--- config.mk ---
export PLATFORM = sky130hd
export DESIGN_NAME = fir_stream_ctrl_flat
export DESIGN_NICKNAME = d
export VERILOG_FILES = /design/src/rtl/fir_ctrl_pkg.sv /design/src/rtl/fir_stream_ctrl_if.sv /design/src/rtl/fir_ctrl_delay_line.sv /design/src/rtl/fir_stream_ctrl.sv /design/src/flat_wrapper.sv
export SDC_FILE = /design/constraint.sdc
export NUM_CORES = 1
export LEC_CHECK = 0
export CORE_MARGIN = 5
export CORE_UTILIZATION = 53
export CTS_CLUSTER_DIAMETER = 40
export CTS_CLUSTER_SIZE = 28
export DETAILED_ROUTE_END_ITERATION = 10
export HOLD_SLACK_MARGIN = 0.08
export PLACE_DENSITY = 0.81
export SLEW_MARGIN = 0
export SYNTH_ARGS = -nofsm -noshare
export SYNTH_HDL_FRONTEND = slang
export SYNTH_SLANG_ARGS = --single-unit
--- constraint.sdc ---
create_clock -name clk -period 2.4 [get_ports clk]
set_clock_uncertainty 0.15 [all_clocks]
set_input_delay 0.24 -clock clk [delete_from_list [all_inputs] [get_ports clk]]
set_output_delay 0.24 -clock clk [all_outputs]
set_load 0.02 [all_outputs]
--- src/rtl/fir_ctrl_pkg.sv ---
// Shared types for the FIR stream controller: FSM states, the 3-bit control beat and the default pipe depth.
// Latency: n/a (types only); backpressure: n/a.
package fir_ctrl_pkg;

  localparam int FIR_LATENCY_DFLT = 4;

  typedef enum logic [1:0] {
    IDLE    = 2'd0,
    BYP_PKT = 2'd1,
    FIR_PKT = 2'd2,
    DRAIN   = 2'd3
  } state_t;

  // Avalon-ST control bits that travel alongside a sample
  typedef struct packed {
    logic vld;
    logic sop;
    logic eop;
  } ctl_t;

endpackage

--- src/rtl/fir_stream_ctrl_if.sv ---
// Upstream sink and downstream source Avalon-ST control signals of the FIR stream controller.
// Latency: n/a (wiring only); backpressure: sink_ready / src_ready.
interface fir_stream_ctrl_if;

  logic sink_valid;
  logic sink_sop;
  logic sink_eop;
  logic sink_ready;
  logic src_valid;
  logic src_sop;
  logic src_eop;
  logic src_ready;

  // slave: the controller; master: the surrounding stream environment
  modport slave (
    input  sink_valid, sink_sop, sink_eop, src_ready,
    output sink_ready, src_valid, src_sop, src_eop
  );

  modport master (
    output sink_valid, sink_sop, sink_eop, src_ready,
    input  sink_ready, src_valid, src_sop, src_eop
  );

endinterface

--- src/rtl/fir_ctrl_delay_line.sv ---
// Shift register carrying valid/sop/eop in step with the FIR pipeline.
// Latency: DEPTH shifts; backpressure: holds contents while shift_en is low, flush empties it.
module fir_ctrl_delay_line
  import fir_ctrl_pkg::*;
#(
  parameter int DEPTH = FIR_LATENCY_DFLT
) (
  input  logic clk,
  input  logic rst_n,
  input  logic shift_en,
  input  logic flush,
  input  ctl_t din,
  output ctl_t dout,
  output logic pend
);

  ctl_t stage_q [DEPTH];

  always_ff @(posedge clk or negedge rst_n) begin
    if (!rst_n) begin
      for (int i = 0; i < DEPTH; i++) stage_q[i] <= '0;
    end else if (flush) begin
      for (int i = 0; i < DEPTH; i++) stage_q[i] <= '0;
    end else if (shift_en) begin
      stage_q[0] <= din;
      for (int i = 1; i < DEPTH; i++) stage_q[i] <= stage_q[i-1];
    end
  end

  assign dout = stage_q[DEPTH-1];

  // beats still queued behind the tail; low means the next shift empties the line
  always_comb begin
    pend = 1'b0;
    for (int i = 0; i < DEPTH - 1; i++) pend = pend | stage_q[i].vld;
  end

endmodule

--- src/rtl/fir_stream_ctrl.sv ---
// Per-packet FIR/bypass steering of Avalon-ST control with framing checks and status counters.
// Latency: 0 cycles bypass, FIR_LATENCY advance cycles filtered; backpressure: src_ready stalls sink and the FIR pipe.
module fir_stream_ctrl
  import fir_ctrl_pkg::*;
#(
  parameter int FIR_LATENCY = FIR_LATENCY_DFLT,
  parameter int CNT_W       = 16
) (
  input  logic             clk,
  input  logic             rst_n,
  input  logic             cfg_enable,
  input  logic             err_clr,
  fir_stream_ctrl_if.slave st,
  output logic             mode_sel,
  output logic             fir_advance,
  output logic             fir_in_valid,
  output logic             busy,
  output logic [CNT_W-1:0] pkt_count,
  output logic [CNT_W-1:0] beat_count,
  output logic             err_framing
);

  state_t state_q, state_d;
  logic   mode_q;
  logic   ready_raw;
  logic   accept;
  logic   byp_fwd;
  logic   err_set;
  logic   line_flush;
  logic   line_pend;
  ctl_t   line_din;
  ctl_t   line_tail;

  always_ff @(posedge clk or negedge rst_n) begin
    if (!rst_n) state_q <= IDLE;
    else        state_q <= state_d;
  end

  always_comb begin
    state_d = state_q;
    unique case (state_q)
      IDLE: begin
        if (accept && st.sink_sop) begin
          if (cfg_enable)        state_d = st.sink_eop ? DRAIN : FIR_PKT;
          else if (!st.sink_eop) state_d = BYP_PKT;
        end
      end
      BYP_PKT: if (accept && st.sink_eop) state_d = IDLE;
      FIR_PKT: if (accept && st.sink_eop) state_d = DRAIN;
      DRAIN:   if (fir_advance && !line_pend) state_d = IDLE;
      default: state_d = IDLE;
    endcase
  end

  always_comb begin
    ready_raw    = 1'b0;
    fir_advance  = 1'b0;
    byp_fwd      = 1'b0;
    line_flush   = 1'b0;
    mode_sel     = (state_q == IDLE) ? cfg_enable : mode_q;
    unique case (state_q)
      IDLE: begin
        // beats without SOP are swallowed regardless of downstream readiness
        ready_raw   = st.sink_sop ? st.src_ready : 1'b1;
        fir_advance = cfg_enable & st.src_ready;
        byp_fwd     = st.sink_sop & ~cfg_enable;
        line_flush  = ~cfg_enable;
      end
      BYP_PKT: begin
        ready_raw  = st.src_ready;
        byp_fwd    = 1'b1;
        line_flush = 1'b1;
      end
      FIR_PKT: begin
        ready_raw   = st.src_ready;
        fir_advance = st.src_ready;
      end
      DRAIN: begin
        fir_advance = st.src_ready;
      end
      default: ;
    endcase

    st.sink_ready = ready_raw & rst_n;
    accept        = st.sink_valid & ready_raw & rst_n;
    fir_in_valid  = accept & mode_sel &
                    ((state_q == FIR_PKT) | ((state_q == IDLE) & st.sink_sop));
    err_set       = accept & (((state_q == IDLE) & ~st.sink_sop) |
                              (((state_q == BYP_PKT) | (state_q == FIR_PKT)) & st.sink_sop));

    // a repeated SOP inside a packet travels on as a plain continuation beat
    line_din.vld = fir_in_valid;
    line_din.sop = fir_in_valid & st.sink_sop & (state_q == IDLE);
    line_din.eop = fir_in_valid & st.sink_eop;

    if (byp_fwd) begin
      st.src_valid = st.sink_valid & rst_n;
      st.src_sop   = st.sink_valid & st.sink_sop & (state_q == IDLE) & rst_n;
      st.src_eop   = st.sink_valid & st.sink_eop & rst_n;
    end else begin
      st.src_valid = line_tail.vld;
      st.src_sop   = line_tail.sop;
      st.src_eop   = line_tail.eop;
    end
  end

  assign busy = (state_q != IDLE);

  always_ff @(posedge clk or negedge rst_n) begin
    if (!rst_n) begin
      mode_q      <= 1'b0;
      beat_count  <= '0;
      pkt_count   <= '0;
      err_framing <= 1'b0;
    end else begin
      if ((state_q == IDLE) && accept && st.sink_sop) begin
        mode_q     <= cfg_enable;
        beat_count <= CNT_W'(1);
      end else if (accept && (state_q != IDLE)) begin
        beat_count <= beat_count + CNT_W'(1);
      end
      if (st.src_valid && st.src_ready && st.src_eop) pkt_count <= pkt_count + CNT_W'(1);
      if (err_set)      err_framing <= 1'b1;
      else if (err_clr) err_framing <= 1'b0;
    end
  end

  fir_ctrl_delay_line #(
    .DEPTH (FIR_LATENCY)
  ) u_delay_line (
    .clk      (clk),
    .rst_n    (rst_n),
    .shift_en (fir_advance),
    .flush    (line_flush),
    .din      (line_din),
    .dout     (line_tail),
    .pend     (line_pend)
  );

endmodule

--- src/flat_wrapper.sv ---
// flat-port wrapper written by rule: the top's interface ports become plain ports
module fir_stream_ctrl_flat import fir_ctrl_pkg::*;
#(
  parameter int FIR_LATENCY = FIR_LATENCY_DFLT,
  parameter int CNT_W       = 16
)
  (clk, rst_n, cfg_enable, err_clr, mode_sel, fir_advance, fir_in_valid, busy, pkt_count, beat_count, err_framing, st_sink_valid, st_sink_sop, st_sink_eop, st_src_ready, st_sink_ready, st_src_valid, st_src_sop, st_src_eop);
  fir_stream_ctrl_if st_i ();
  input  logic clk;
  input  logic rst_n;
  input  logic cfg_enable;
  input  logic err_clr;
  output logic mode_sel;
  output logic fir_advance;
  output logic fir_in_valid;
  output logic busy;
  output logic [CNT_W-1:0] pkt_count;
  output logic [CNT_W-1:0] beat_count;
  output logic err_framing;
  input wire logic [$bits(st_i.sink_valid)-1:0] st_sink_valid;
  input wire logic [$bits(st_i.sink_sop)-1:0] st_sink_sop;
  input wire logic [$bits(st_i.sink_eop)-1:0] st_sink_eop;
  input wire logic [$bits(st_i.src_ready)-1:0] st_src_ready;
  output wire logic [$bits(st_i.sink_ready)-1:0] st_sink_ready;
  output wire logic [$bits(st_i.src_valid)-1:0] st_src_valid;
  output wire logic [$bits(st_i.src_sop)-1:0] st_src_sop;
  output wire logic [$bits(st_i.src_eop)-1:0] st_src_eop;
  assign st_i.sink_valid = st_sink_valid;
  assign st_i.sink_sop = st_sink_sop;
  assign st_i.sink_eop = st_sink_eop;
  assign st_i.src_ready = st_src_ready;
  assign st_sink_ready = st_i.sink_ready;
  assign st_src_valid = st_i.src_valid;
  assign st_src_sop = st_i.src_sop;
  assign st_src_eop = st_i.src_eop;
  fir_stream_ctrl #(.FIR_LATENCY(FIR_LATENCY), .CNT_W(CNT_W)) u_core (.clk(clk), .rst_n(rst_n), .cfg_enable(cfg_enable), .err_clr(err_clr), .st(st_i), .mode_sel(mode_sel), .fir_advance(fir_advance), .fir_in_valid(fir_in_valid), .busy(busy), .pkt_count(pkt_count), .beat_count(beat_count), .err_framing(err_framing));
endmodule
==> results <==
==> metrics by stage <==
stage	setup TNS (ns)	std cells	setup slack [ns]
final	0	421	0.120
after global placement	0	411	0.0402
after detailed placement	-0.00632	411	-0.00632
after CTS	0	420	0.0146
after floorplan	0	277	0.251
after global routing	0	421	0.00478
==> worst max-delay path by stage <==
stage / from / end / slack [ns] / depth (start not counted)
CTS: u_core.state_q[0] / fir_in_valid / 0.01 / 7
finish: u_core.state_q[0] / fir_advance / 0.12 / 6
floorplan: u_core.state_q[0] / u_core.u_delay_line.dout[0] / 0.25 / 8
detailed placement: st_sink_sop / u_core.beat_count[13] / -0.006 / 6
global route: u_core.state_q[0] / fir_advance / 0.005 / 6
global placement: u_core.state_q[0] / fir_in_valid / 0.04 / 7
==> cells by family after synthesis <==
group,share of synthesized area (%)
xor gates and xnor gates,4.85
muxes,6.10
AOI/OAI and AO/OA,14.3
DFF,44.3
adders and majority gates,3.23
and+or+nand+nor,23.1
buffers and inverters,4.06
==> area by class of cell <==
| class | count | area share, % |
|---|---|---|
| Inverter | 10 | 1.06 |
| Tap cell | 70 | 2.47 |
| Sequential cell | 48 | 33.9 |
| Clock inverter | 2 | 0.988 |
| Multi-Input combinational cell | 206 | 39.9 |
| Clock buffer | 6 | 2.05 |
| Timing Repair Buffer | 79 | 19.6 |
==> state kept, by name, indices dropped and copies added (netlist names) <==
| signal | cells |
|---|---|
| u_core.state_q | 2 |
| u_core.u_delay_line.stage_q | 9 |
| u_core.beat_count | 16 |
| u_core.pkt_count | 16 |
| u_core.mode_q | 1 |
| u_core.err_framing | 1 |
| u_core.u_delay_line.dout | 3 |
==> critical path: stages, from the launching register on <==
cell           delay (ns)
dfrtp_1              0.38
inv_1                0.11
ha_2                 0.25
buf_4                0.18
nand2_1              0.11
a21oi_1              0.21
dlygate4sd2_1        0.36
==> power breakdown <==
group	internal, mW	switching (mW)	leakage, nW
clock	0.309	0.266	0.0552
combinational	0.567	0.731	0.783
sequential	0.903	0.120	0.651
total	1.78	1.12	1.49
==> routing by layer <==
layer	vias to the layer above	routed length, um
met5	-	0
met1	1184	2870
met4	0	89
met3	10	454
met2	82	3200
li1	1177	-
==> cell usage in the layout (no fill, tap or decap), drive strengths merged, types with 2 or more instances in the layout <==
| cell | instances |
|---|---|
| dfrtp | 48 |
| clkdlybuf4s50 | 40 |
| buf | 31 |
| nand2 | 20 |
| a21oi | 17 |
| nor2 | 17 |
| xnor2 | 15 |
| nand4 | 14 |
| o21ai | 13 |
| mux2i | 12 |
| inv | 10 |
| nand3 | 10 |
| o31ai | 9 |
| or4 | 8 |
| clkbuf | 8 |
| nand2b | 7 |
| o2111ai | 7 |
| ha | 7 |
| and4 | 6 |
| nor3 | 5 |
| nor4 | 5 |
| and2 | 4 |
| o211ai | 4 |
| dlygate4sd2 | 4 |
| mux2 | 4 |
| and3 | 3 |
| nand3b | 3 |
| and3b | 2 |
| o21a | 2 |
| a21o | 2 |
==> repair_timing <==
| action | in CTS | in global routing |
|---|---|---|
| gates resized for setup | 9 | 5 |
| cloned | 0 | 1 |
| hold buffers | 1 | 0 |
| endpoints found under the hold margin | 15 | 0 |
| pin swaps | 0 | 1 |
| setup endpoints to repair | 7 | 12 |
==> flow_summary_export.csv <==
group,metric,value,unit
logic_synthesis,yosys-top-cells-count,"dfrtp_1, nand2_1, a21oi_1, nor2_1, xnor2_1",
routing,drt_wl_total,6.62,mm
critical_path,cp-end-kind,"primary output",
cts,clk_pin_slew,0.09,ns
critical_path,crit_path_start_kind,"register",
timing,holdWs,0.186,ns
logic_synthesis,ys.flop_type,"dfrtp_1",
timing,rsz0062_at_grt,"no",
job,maxCapViolCount,0,
cts,numClockSinks,48,
global_routing,met2_usage,35.4,%
routing,dr_total_vias,2453,
place,gp_congestion,0.876,
global_routing,grt-busiest-layer,"met2",
routing,viasPerCell,5.83,
timing,hold_viol,0,
global_routing,grt_pass1_vias,2339,
cts,cts_tree,"built",
cts,clk_latency,0.30,ns
timing,tightest_slew,0.421,ns
global_routing,grt_start_max_net_pins,34,
critical_path,r2r_slack,0.17,ns
layout,drive_above_1_share,14.5,%
logic_synthesis,yosysTopAreaCellShare,44.3,%
global_routing,antenna_found_initial,0,
cts,clock_path_buffers,2,
logic_synthesis,yosysSeqAreaShare,44.3,%
status,status,"finished clean",
timing,drv_slew,0,
layout,seq_area,1200,um2
global_routing,met3_usage,5.04,%
logic_synthesis,netlist_area,2710,um2
logic_synthesis,ys_async_sr_fraction,100,%
cts,root_buffer,"clkbuf_8",
place,io_buffers,48,
timing,setup_viol,0,
cts,h-tree-depth,2,
power,p_per_area,818,nW/um2
logic_synthesis,avgSynthCellArea,9.78,um2
routing,wl_per_cell,15.7,um
logic_synthesis,ys_ff_latch,48,
routing,initialDrtViolationCount,131,
logic_synthesis,synthesis.nets,292,
critical_path,reg2reg_from,"u_core.state_q[0]",
global_routing,met1_usage,28.6,%
global_routing,grt_pass1_wl,11.2,mm
power,cellLeakagePower,1.49,nW
critical_path,reg2reg_to,"u_core.beat_count[13]",
timing,fmaxAchievable,439,MHz
timing,max_slew_margin,72.0,%
layout,fin_util,70.3,%
routing,antenna_left,0,
layout,multi_input_area,1420,um2
layout,stdcell_area,3540,um2
critical_path,arrival,1.89,ns
global_routing,overflow,0,
power,peakVddDrop,557,uV
timing,fin_crit,2.28,ns
layout,diodes,0,
critical_path,crit_path_max_fanout,11,
logic_synthesis,yosysMostFrequentCell,"dfrtp_1",
cts,postCtsSetupBuffers,0,
logic_synthesis,yosysWarnings,0,
critical_path,rr_worst_depth,7,
layout,area_delta_synth_final,30.9,%
floorplan,rows,26,
floorplan,core_area,5040,um2
logic_synthesis,synth_area_leader_cell,"dfrtp_1",
place,hpwl,4.88,mm
floorplan,initial_core_util,53.7,%
cts,cts_buffers,5,
floorplan,dieArea,6640,um2
critical_path,crit_type,"reg -> out",
logic_synthesis,synthDistinctLibCells,46,
power,power,2.90,mW
layout,nets,365,
critical_path,cp.required,2.01,ns
logic_synthesis,syn_inst,277,
logic_synthesis,synthTopCellsByArea,"dfrtp_1, xnor2_1, mux2i_1, ha_1, a21oi_1",
global_routing,track_usage,21.6,%
floorplan,io_pins,49,
logic_synthesis,synth_edf_count,0,
place,place_area,3420,um2
routing,firstDrtPassIters,4,
routing,drcViolationCount,0,
hold_path,min_path_type,"in -> async",
layout,fillers,400,
floorplan,die_y,81.5,um
timing,min_period_over_period,95.0,%
floorplan,die_w,81.5,um
Power figures use the tool's default switching activity.
